$ cat src/rtl/f1_reaction_timer.sv
// F1 start-light reaction timer: decodes the thermometer light bar, times the driver's
// press from lights-out in milliseconds and flags jump starts, timeouts and bad patterns.
module f1_reaction_timer #(
  parameter int CLK_PER_MS = 48000,
  parameter int CNT_W      = 16,
  parameter int MAX_MS     = 2000
) (
  input  logic             clk,
  input  logic             rst,
  input  logic [7:0]       lights,
  input  logic             btn,
  output logic [3:0]       lights_count,
  output logic             busy,
  output logic [CNT_W-1:0] time_ms,
  output logic             time_valid,
  output logic             jump_start,
  output logic             timeout,
  output logic             pattern_err
);

  localparam int                PRE_W    = (CLK_PER_MS > 2) ? $clog2(CLK_PER_MS) : 1;
  localparam logic [PRE_W-1:0]  PRE_LAST = PRE_W'(CLK_PER_MS - 1);
  localparam logic [CNT_W-1:0]  TIME_MAX = CNT_W'(MAX_MS);

  typedef enum logic [2:0] {
    S_IDLE   = 3'd0,
    S_ARMED  = 3'd1,
    S_TIMING = 3'd2,
    S_DONE   = 3'd3,
    S_JUMP   = 3'd4,
    S_TOUT   = 3'd5
  } state_t;

  // Number of lit lights for a legal thermometer pattern, 4'hF for anything else.
  function automatic logic [3:0] therm_count(input logic [7:0] pat);
    logic [3:0] cnt;
    case (pat)
      8'h00:   cnt = 4'd0;
      8'h01:   cnt = 4'd1;
      8'h03:   cnt = 4'd2;
      8'h07:   cnt = 4'd3;
      8'h0F:   cnt = 4'd4;
      8'h1F:   cnt = 4'd5;
      8'h3F:   cnt = 4'd6;
      8'h7F:   cnt = 4'd7;
      8'hFF:   cnt = 4'd8;
      default: cnt = 4'hF;
    endcase
    return cnt;
  endfunction

  state_t           state_r, state_s;
  logic [PRE_W-1:0] pre_r, pre_s;
  logic             full_seen_r, full_seen_s;
  logic             btn_q_r;
  logic [CNT_W-1:0] time_ms_s;
  logic             valid_s, jump_s, tout_s, busy_s;
  logic [3:0]       count_s;
  logic             bad_s, btn_rise_s, lights_zero_s, lights_one_s, lights_full_s;
  logic             wrap_s;
  logic [PRE_W-1:0] pre_inc_s;
  logic [CNT_W-1:0] time_inc_s;

  assign count_s       = therm_count(lights);
  assign bad_s         = (count_s == 4'hF);
  assign btn_rise_s    = btn & ~btn_q_r;
  assign lights_zero_s = (lights == 8'h00);
  assign lights_one_s  = (lights == 8'h01);
  assign lights_full_s = (lights == 8'hFF);
  // The press is credited with the cycle it lands in, so the pending wrap is folded in.
  assign wrap_s        = (pre_r == PRE_LAST);
  assign pre_inc_s     = wrap_s ? {PRE_W{1'b0}} : (pre_r + PRE_W'(1));
  assign time_inc_s    = time_ms + {{(CNT_W-1){1'b0}}, wrap_s};

  // Next-state and next-output logic for the race FSM.
  always_comb begin
    state_s     = state_r;
    pre_s       = pre_r;
    full_seen_s = full_seen_r;
    time_ms_s   = time_ms;
    jump_s      = jump_start;
    tout_s      = timeout;
    valid_s     = 1'b0;
    case (state_r)
      S_IDLE: begin
        if (lights_one_s) begin
          state_s     = S_ARMED;
          full_seen_s = 1'b0;
          time_ms_s   = {CNT_W{1'b0}};
          jump_s      = 1'b0;
          tout_s      = 1'b0;
        end else begin
          state_s = S_IDLE;
        end
      end
      S_ARMED: begin
        if (bad_s) begin
          state_s   = S_IDLE;
          time_ms_s = {CNT_W{1'b0}};
        end else if (btn_rise_s) begin
          state_s   = S_JUMP;
          jump_s    = 1'b1;
          time_ms_s = {CNT_W{1'b0}};
        end else if (lights_zero_s) begin
          if (full_seen_r) begin
            state_s   = S_TIMING;
            pre_s     = {PRE_W{1'b0}};
            time_ms_s = {CNT_W{1'b0}};
          end else begin
            state_s = S_IDLE;
          end
        end else if (lights_full_s) begin
          full_seen_s = 1'b1;
        end else begin
          full_seen_s = full_seen_r;
        end
      end
      S_TIMING: begin
        if (!lights_zero_s) begin
          state_s   = S_IDLE;
          pre_s     = {PRE_W{1'b0}};
          time_ms_s = {CNT_W{1'b0}};
        end else if (wrap_s && (time_inc_s >= TIME_MAX)) begin
          state_s   = S_TOUT;
          tout_s    = 1'b1;
          time_ms_s = TIME_MAX;
        end else if (btn_rise_s) begin
          state_s   = S_DONE;
          time_ms_s = time_inc_s;
          valid_s   = 1'b1;
        end else begin
          pre_s     = pre_inc_s;
          time_ms_s = time_inc_s;
        end
      end
      S_DONE, S_JUMP, S_TOUT: begin
        if (lights_one_s) begin
          state_s     = S_ARMED;
          full_seen_s = 1'b0;
          time_ms_s   = {CNT_W{1'b0}};
          jump_s      = 1'b0;
          tout_s      = 1'b0;
        end else begin
          state_s = state_r;
        end
      end
      default: begin
        state_s     = S_IDLE;
        pre_s       = {PRE_W{1'b0}};
        full_seen_s = 1'b0;
        time_ms_s   = {CNT_W{1'b0}};
        jump_s      = 1'b0;
        tout_s      = 1'b0;
      end
    endcase
    busy_s = (state_s == S_ARMED) || (state_s == S_TIMING);
  end

  // State, counters and all registered outputs.
  always_ff @(posedge clk) begin
    if (rst) begin
      state_r      <= S_IDLE;
      pre_r        <= {PRE_W{1'b0}};
      full_seen_r  <= 1'b0;
      btn_q_r      <= 1'b0;
      lights_count <= 4'd0;
      busy         <= 1'b0;
      time_ms      <= {CNT_W{1'b0}};
      time_valid   <= 1'b0;
      jump_start   <= 1'b0;
      timeout      <= 1'b0;
      pattern_err  <= 1'b0;
    end else begin
      state_r      <= state_s;
      pre_r        <= pre_s;
      full_seen_r  <= full_seen_s;
      btn_q_r      <= btn;
      lights_count <= count_s;
      busy         <= busy_s;
      time_ms      <= time_ms_s;
      time_valid   <= valid_s;
      jump_start   <= jump_s;
      timeout      <= tout_s;
      pattern_err  <= bad_s;
    end
  end

endmodule

$ cat config.mk
export PLATFORM = sky130hd
export DESIGN_NAME = f1_reaction_timer
export DESIGN_NICKNAME = d
export VERILOG_FILES = /design/src/rtl/f1_reaction_timer.sv
export SDC_FILE = /design/constraint.sdc
export NUM_CORES = 1
export LEC_CHECK = 0
export ABC_AREA = 1
export BUFFER_PORTS_ARGS = -buffer_cell sky130_fd_sc_hd__buf_2
export CAP_MARGIN = 20
export CORE_MARGIN = 2
export CORE_UTILIZATION = 62
export CTS_CLUSTER_SIZE = 10
export DETAILED_ROUTE_END_ITERATION = 7
export HOLD_SLACK_MARGIN = 0.05
export PLACE_DENSITY = 0.84
export SYNTH_ARGS = -nofsm -noshare
export SYNTH_HDL_FRONTEND = slang
export SYNTH_SLANG_ARGS = --single-unit
export TNS_END_PERCENT = 1
$ cat constraint.sdc
create_clock -name clk -period 7.6 [get_ports clk]
set_input_delay 1.14 -clock clk [delete_from_list [all_inputs] [get_ports clk]]
set_output_delay 1.14 -clock clk [all_outputs]
set_load 0.01 [all_outputs]
=== Yosys cells after proc, flatten, opt, wreduce, memory -nomap -nowiden ===
Cells that the tools add are included.

* Register bits after elaboration: 46
* Bits in latches: 0
* RAM bits: 0
* ROM bits: 0
* Input bits: 11
* Output and inout port bits: 25
* Logic and storage cells: 102
* Memories: 0

* Add/subtract/negate cells: 2
* $mul: 0
* Div/mod/pow operators: 0
* Magnitude comparators: 1
* Eq/ne operators: 31
* Shift-type cells: 0
* Multiplexer cells: 39
* Bitwise logic cells: 6
* Reductions and logical operators: 12

{| class="wikitable"
|+ Operator list
! operator !! count
|-
| $mux 16 || 13
|-
| $pmux 16 s3 || 2
|-
| $pmux 4 s9 || 1
|-
| $mux 3 || 7
|-
| $ne 2x2->1 const B || 9
|-
| $add 16x1->16 || 1
|-
| $add 16x1->16 const B || 1
|-
| $eq 16x16->1 const B || 1
|-
| $ge 16x11->1 const B || 1
|-
| $pmux 3 s4 || 1
|-
| $mux 1 || 11
|-
| $eq 3x2->1 const B || 3
|-
| $pmux 1 s3 || 3
|-
| $eq 8x1->1 const B || 1
|-
| $eq 8x2->1 const B || 1
|-
| $eq 8x3->1 const B || 1
|-
| $eq 8x4->1 const B || 1
|-
| $eq 8x5->1 const B || 1
|-
| $eq 8x6->1 const B || 1
|-
| $eq 8x7->1 const B || 1
|-
| $eq 8x8->1 const B || 1
|-
| $logic_not 8->1 || 1
|-
| $ne 4x4->1 const B || 2
|-
| $reduce_and 4->1 || 2
|-
| other kinds (16) || 24
|}

=== Depth between registers and ports, before layout ===
Gate-level depths: netlist of the first run.

* Depth in word-level cells: 9
* Mapped depth: 22
* Gate-level depth less buffers: 22

=== Least setup slack after synthesis of the first run ===
OpenSTA, ideal clock, no wires.

* Path kind: register to register
* From: register pre_r[0]
* To: register pre_r[9]
* Library setup time: 129 ps
* Arrival time: 2864 ps
* Setup slack: 4607 ps
* Cell stages (with the launch flop): 22
* Cells stage by stage: dfxtp_1 > ha_1 > nand2_1 > nor3_1 > nand4_1 > inv_1 > ha_1 > ha_1 > nand3_2 > inv_1 > nand2_2 > o21ai_1 > nand2_1 > nor2_1 > nand3_1 > nand2_2 > nand3_4 > nand2_4 > buf_6 > nand2_1 > o21ai_0 > nor2_1

* Cells in the longest elaborated chain, start to end: 6
* Elaborated cells on any way between the ends: 12
* Those cells by class: add/sub: 2; order compare: 1; eq/ne: 2; mux: 5; reduce/logical: 2

{| class="wikitable"
|+ RTL lines
! what !! RTL line !! RTL
|-
| start: declaration || 53 || <nowiki>logic [PRE_W-1:0] pre_r, pre_s;</nowiki>
|-
| start signal: assignment || 163 || <nowiki>pre_r <= {PRE_W{1'b0}};</nowiki>
|-
| start signal: assignment || 175 || <nowiki>pre_r <= pre_s;</nowiki>
|-
| $eq 16x16->1 / $add 16x1->16 (equally long branches) || 71, 72 ||
|-
| $add 16x1->16 / $mux 16 (equally long branches) || 73, 72 ||
|-
| $ge 16x11->1 / $mux 16 (equally long branches) || 123, 127 ||
|-
| $logic_and 1x1->1 / $mux 16 (equally long branches) || 123 || <nowiki>end else if (wrap_s && (time_inc_s >= TIME_MAX)) begin</nowiki>
|-
| $ne 3x3->1 (no source line) / $mux 16 (equally long branches) || -- ||
|-
| $reduce_and 7->1 (no source line) / $pmux 16 s3 (equally long branches) || -- ||
|}

Parallel ways exist; a longest one is shown, timed or not. The select of a mux whose other input is x is not followed.
A chain may end at the register's enable or synchronous reset.

=== Final worst setup path of the first run ===
* From: register pre_r[0]
* To: register pre_r[8]

The elaborated chain is that of the path after synthesis.

==> results.json, run 1 <==
{
  "vdd_drop_max_v": 0.00006716,
  "rows": 25,
  "ys_seq_area_frac": 0.3098,
  "whs_path_depth": 2,
  "drtIter0Drc": 186,
  "io_pins": 36,
  "ys_types": 40,
  "antenna_found_initial": 0,
  "r2r-end": "pre_r[8]",
  "setup_viol_count_final": 0,
  "area_delta_synth_final_pct": 7.997,
  "rrSetupSlack_ns": 4.00,
  "cts.sinks": 46,
  "port_buffers": 35,
  "worstHoldEndpoint": "time_ms[0]",
  "register_area_um2": 920.9,
  "rsz0062_at_grt": "false",
  "status": "finished clean",
  "max_freq_mhz": 277.8,
  "place_ws_ns": 4.046,
  "max_slew_margin": 0.4829,
  "yosysTopAreaCellShare": 0.3098,
  "multiInputGateArea_um2": 1762,
  "cts.path.max_buffers": 2,
  "cts_tree": "built",
  "endpoint_kind": "flip-flop",
  "synth_area_leader_cell": "dfxtp_1",
  "rr_startpoint": "pre_r[0]",
  "clockRootBuffer": "clkbuf_8",
  "grt_max_degree": 40,
  "worstPathMaxFanout": 21,
  "synthTopCellsByCount": "nand2_1 (105), inv_1 (48), dfxtp_1 (46)",
  "syn_inst": 447,
  "worstPathRequired_ns": 7.79,
  "fillers": 416,
  "synthFlopType": "dfxtp_1",
  "final_core_util": 0.6889,
  "synth_edf_count": 0,
  "timing.setup.tns_ns": 0,
  "drc": 0,
  "grt_pass1_vias": 2774,
  "ys_ff_latch": 46,
  "cp_slowest_cell": "nor3_1",
  "vias_per_cell": 5.661,
  "die_width_um": 73.25,
  "fin_crit_sh": 0.4737,
  "mappedNetlistArea_um2": 2973,
  "start_util": 0.6379,
  "wire_per_inst_um": 12.89,
  "cp_data_arrival_time_ns": 3.79,
  "leakage_nw": 1.303,
  "worst_clock_skew_ns": 0.01174,
  "setup_ws_ns": 4.000,
  "maxCapViolCount": 0,
  "worst_slew_pin_slew_ns": 0.7756,
  "ys_warn_count": 0,
  "grt.overflow.total": 0,
  "hold_violations": 0,
  "drive_gt1_frac": 0.1761,
  "grt_pass1_wl_um": 11790,
  "core_um2": 4661,
  "synthTopCellsByArea": "dfxtp_1 (31%), nand2_1 (13%), nand3_1 (6.4%), inv_1 (6.1%), nor2_1 (5.3%)",
  "cts_max_level": 2,
  "path_class": "reg2reg",
  "yosysMostFrequentCell": "nand2_1",
  "hold_ws_ns": 0.4925,
  "critical_path.cell_chain": "ha_1, nand2_1, nor3_1, nand4_1, inv_1, ha_1, ha_1, nand3_2, nor2_2, xor2_1, nand2_1, nor2_1, nand3_1, nand2_2, nand3_4, nand2_4, inv_4, o21ai_0, nor2_1",
  "vias": 3006,
  "place_congestion": 1.010,
  "cts_hold_buffers": 0,
  "avgSynthCellArea_um2": 6.651,
  "ff2ff_path_depth": 19,
  "postRouteAntennaNets": 0,
  "slew_violations": 0,
  "die-area_um2": 5365,
  "ys_async_sr_fraction": 0,
  "hp-class": "reg2reg",
  "power_density_nw_per_um2": 125.2,
  "nNetsFinal": 491,
  "cts_resized": 0,
  "antenna_cells": 0,
  "start_kind": "flip-flop",
  "path_common_cell": "ha_1",
  "postCtsSetupBuffers": 0,
  "grt_usage": 0.2783,
  "first_pass_iters": 5,
  "cpPeakStageDelay_ns": 0.41,
  "dp_hpwl_um": 5160,
  "worstSkewPairLatency_ns": 0.31,
  "cts.clk_slew.worst_paths_ns": 0.08,
  "fp.dieH_um": 73.25,
  "cts-buffers-inserted": 5,
  "min_from": "time_ms[0]",
  "finalCriticalPeriod_ns": 3.600,
  "synth_fp_nets": 461,
  "routed_wl_um": 6842
}
-- metal layers --
metal  vias to the layer above  GRT usage  routed length [um]
met1                      1375     0.3410                2914
li1                       1520          -                   -
met3                        16    0.03729                 357
met4                         0     0.1276                 141
met2                        95     0.4805                3430
met5                         -          0                   0
-- report_power, final --
group | switching, W | internal (W)
Sequential | 0.000000484 | 0.000243
Combinational | 0.0000120 | 0.00000536
Clock | 0.0000780 | 0.0000634
Total | 0.0000904 | 0.000312
-- flip-flops by register name (all words and copies together) (netlist names) --
name,flops
pattern_err,1
lights_count,4
btn_q_r,1
timeout,1
time_ms,16
full_seen_r,1
busy,1
pre_r,16
time_valid,1
state_r,3
jump_start,1
-- cell families (layout without fill, tap and decap cells) --
kind of cell	Yosys count	count (layout)	share of synthesized area
simple gates	257	257	0.4133
fa+ha+maj	3	3	0.01263
flops	46	46	0.3098
buf+inv	66	96	0.09764
compound gates	58	58	0.1141
xor+xnor	17	17	0.05261
-- final cells by class --
cell class              instances  share of cell area
flip-flops and latches         46              0.2868
well taps                      54             0.02104
multi-input cells             335              0.5487
clock buffers                   7             0.02377
inverters                      54             0.06508
repair buffers                 35             0.05456
-- critical path, delay by kind of cell (launching register included) --
| family | cells | cell delay [ns] |
|---|---|---|
| AOI/OAI and AO/OA | 1 | 0.16 |
| buffers and inverters | 2 | 0.33 |
| DFF | 1 | 0.40 |
| xor gates and xnor gates | 1 | 0.20 |
| and+or+nand+nor | 12 | 1.74 |
| adders and majority gates | 3 | 0.65 |
-- stage by stage --
| step | total power [W] | instance area [um2] | std cells |
|---|---|---|---|
| after global routing | 0.0004142 | 3211 | 531 |
| after floorplan | 0.0002597 | 2973 | 447 |
| final | 0.0004020 | 3211 | 531 |
| after global placement | 0.0002660 | 3134 | 524 |
| after CTS | 0.0004058 | 3211 | 531 |
| after detailed placement | 0.0002665 | 3134 | 524 |
-- cells in the final DEF (no fill, tap or decap), types with 3 or more instances in the layout --
master / Yosys / final
buf_2: 2 / 35
nand3_1: 38 / 38
a21oi_1: 28 / 28
inv_1: 48 / 48
nor2_1: 42 / 42
a31oi_1: 3 / 3
a21oi_2: 8 / 8
ha_1: 3 / 3
nand2_1: 105 / 105
dfxtp_1: 46 / 46
clkbuf_8: 0 / 5
nand2_2: 11 / 11
nand4_1: 17 / 17
nor3_1: 23 / 23
nor2_2: 7 / 7
xnor2_1: 4 / 4
o21ai_0: 12 / 12
xor2_1: 12 / 12
o21bai_1: 3 / 3
nor2_4: 3 / 3
-- worst max path at each step --
| stage | start | endpoint | slack, ns | cells after the start |
|---|---|---|---|---|
| after global routing | pre_r[0] | pre_r[15] | 3.56 | 21 |
| after CTS | pre_r[0] | pre_r[7] | 4.00 | 21 |
| after global placement | pre_r[0] | pre_r[8] | 4.06 | 19 |
| after detailed placement | pre_r[0] | pre_r[7] | 4.05 | 21 |
| after floorplan | pre_r[0] | pre_r[9] | 4.61 | 21 |
| final | pre_r[0] | pre_r[8] | 4.00 | 19 |
Note: power is estimated with default switching activity, not from simulation.
==> inputs of run 2 (changes only) <==
CORE_UTILIZATION = 58   (was 62)
PLACE_DENSITY = 0.8   (was 0.84)
clock period = 3.6 ns   (was 7.6 ns; I/O delays follow)
==> run 2 against run 1 <==
  * Count of clock-buffer cells in the layout is the same
  * Sequential cell count unchanged
  * Global-route usage down 1.9 points
  * Combinational power is 110% higher
  * Power rose by 120%
  * Die area rose by 6.5%
  * Critical endpoint unchanged
  * Largest cell class unchanged
  * Largest power group unchanged
  * Highest routed layer unchanged
==> results.json, run 2 (same netlist as run 1, synthesis figures left out) <==
{
  "status": "finished clean",
  "layout_commonest_cell": "nand2_1",
  "io_pins": 36,
  "fin_crit_sh": 0.9075,
  "setup_viol_count_final": 0,
  "cts.path.max_buffers": 2,
  "grt_pass1_wl_um": 11420,
  "drc": 0,
  "worst_slew_pin_slew_ns": 0.7910,
  "grt.overflow.total": 0,
  "area_delta_synth_final_pct": 10.69,
  "cp_slowest_cell": "dfxtp_1",
  "worstPathRequired_ns": 3.80,
  "cpPeakStageDelay_ns": 0.40,
  "hp-class": "in2reg",
  "ff2ff_path_depth": 20,
  "fp.dieH_um": 75.60,
  "first_pass_iters": 5,
  "rsz0062_at_grt": "false",
  "final_cell_mix": "nand2_1 (105), inv_1 (48), dfxtp_1 (46)",
  "die-area_um2": 5715,
  "cp_data_arrival_time_ns": 3.47,
  "grt_usage": 0.2592,
  "antenna_cells": 0,
  "vdd_drop_max_v": 0.0001559,
  "r2r-end": "pre_r[8]",
  "wire_per_inst_um": 12.74,
  "critical_path.cell_chain": "ha_1, nand2_1, nor3_1, nand4_1, inv_1, ha_1, ha_1, nand3_2, inv_1, nand2_2, o21ai_1, nand2_1, nor2_1, nand3_1, nand2_2, nand3_4, nand2_8, inv_4, o21ai_0, nor2_1",
  "final_core_util": 0.6568,
  "core_um2": 5010,
  "grt_max_degree": 40,
  "endpoint_kind": "flip-flop",
  "cts-buffers-inserted": 5,
  "maxCapViolCount": 0,
  "whs_path_depth": 3,
  "rows": 26,
  "rr_startpoint": "pre_r[0]",
  "clockRootBuffer": "clkbuf_8",
  "path_common_cell": "ha_1",
  "cts_tree": "built",
  "leakage_nw": 1.338,
  "place_congestion": 0.9124,
  "cts_hold_buffers": 0,
  "postCtsSetupBuffers": 0,
  "start_kind": "flip-flop",
  "max_slew_margin": 0.4726,
  "crit_family": "simple AND/OR/NAND/NOR gates",
  "port_buffers": 35,
  "vias_per_cell": 5.456,
  "routed_wl_um": 7021,
  "postRouteAntennaNets": 0,
  "cts_resized": 0,
  "die_width_um": 75.60,
  "cp-endpoint": "pre_r[8]",
  "drtIter0Drc": 150,
  "worstPathMaxFanout": 21,
  "cts.clk_slew.worst_paths_ns": 0.08,
  "finalCriticalPeriod_ns": 3.267,
  "rrSetupSlack_ns": 0.33,
  "path_class": "reg2reg",
  "worstSkewPairLatency_ns": 0.31,
  "hold_violations": 0,
  "cp.depth": 20,
  "cts_max_level": 2,
  "crit_start": "pre_r[0]",
  "timing.setup.tns_ns": 0,
  "vias": 3006,
  "top_regs": "pre_r x16, time_ms x16, lights_count x4",
  "setup_ws_ns": 0.3330,
  "slew_violations": 0,
  "nNetsFinal": 494,
  "max_freq_mhz": 306.1,
  "drive_gt1_frac": 0.1871,
  "start_util": 0.5934,
  "antenna_found_initial": 0,
  "dp_hpwl_um": 5167,
  "worst_clock_skew_ns": 0.01278,
  "critPathBufInv": 3,
  "grt_pass1_vias": 2695,
  "power_density_nw_per_um2": 274.5,
  "place_ws_ns": 0.3431,
  "cts.sinks": 46
}
==> run 2: changes by cell type in the layout (fill, tap and decap cells not counted), sizes merged <==
cell / before / now
clkinv: 2 / 3
buf: 35 / 38
==> run 2: cell type report <==
cell class	count	area [um2]
multi-input combinational	335	1770
tap	70	87.58
fill	467	1719
clock buffer	7	96.34
sequential	46	920.9
inverter	54	209.0
timing repair buffer	38	197.7
clock inverter	1	8.758
==> run 2: worst min-delay path: stages <==
cell    delay, ns
buf_2        0.07
inv_1        0.04
nor2_1       0.07
==> run 2: metal layers <==
layer | wire length, um | GRT usage | vias up
met1 | 3013 | 0.3011 | 1383
met4 | 178 | 0.1014 | 0
met5 | 0 | 0 | -
met3 | 291 | 0.04762 | 19
met2 | 3537 | 0.4696 | 76
li1 | - | - | 1528
==> run 2: worst min-delay path by stage <==
| stage | start | endpoint | slack [ns] |
|---|---|---|---|
| 4_1_cts | btn | btn_q_r | 0.44 |
| 3_3_place_gp | jump_start | jump_start | 0.46 |
| 5_1_grt | btn | btn_q_r | 0.47 |
| 6_report | btn | btn_q_r | 0.45 |
| 3_5_place_dp | timeout | timeout | 0.46 |
| 2_1_floorplan | full_seen_r | full_seen_r | 0.46 |
==> run 2: metrics by stage <==
step / instances / power [W] / hold slack [ns] / area, um2
2_1_floorplan: 447 / 0.0005482 / 0.4630 / 2973
3_3_place_gp: 543 / 0.0005615 / 0.4620 / 3177
3_5_place_dp: 543 / 0.0005624 / 0.4649 / 3177
4_1_cts: 551 / 0.0009113 / 0.4413 / 3282
5_1_grt: 551 / 0.0009401 / 0.4676 / 3291
6_report: 551 / 0.0009031 / 0.4465 / 3291
==> run 2: where the power goes <==
part	internal, W	switching [W]	total, W	leakage, nW
Combinational	0.0000113	0.0000252	0.0000365	0.911
Clock	0.000176	0.000177	0.000353	0.0544
Sequential	0.000513	0.000000940	0.000514	0.373
Total	0.000700	0.000203	0.000903	1.34
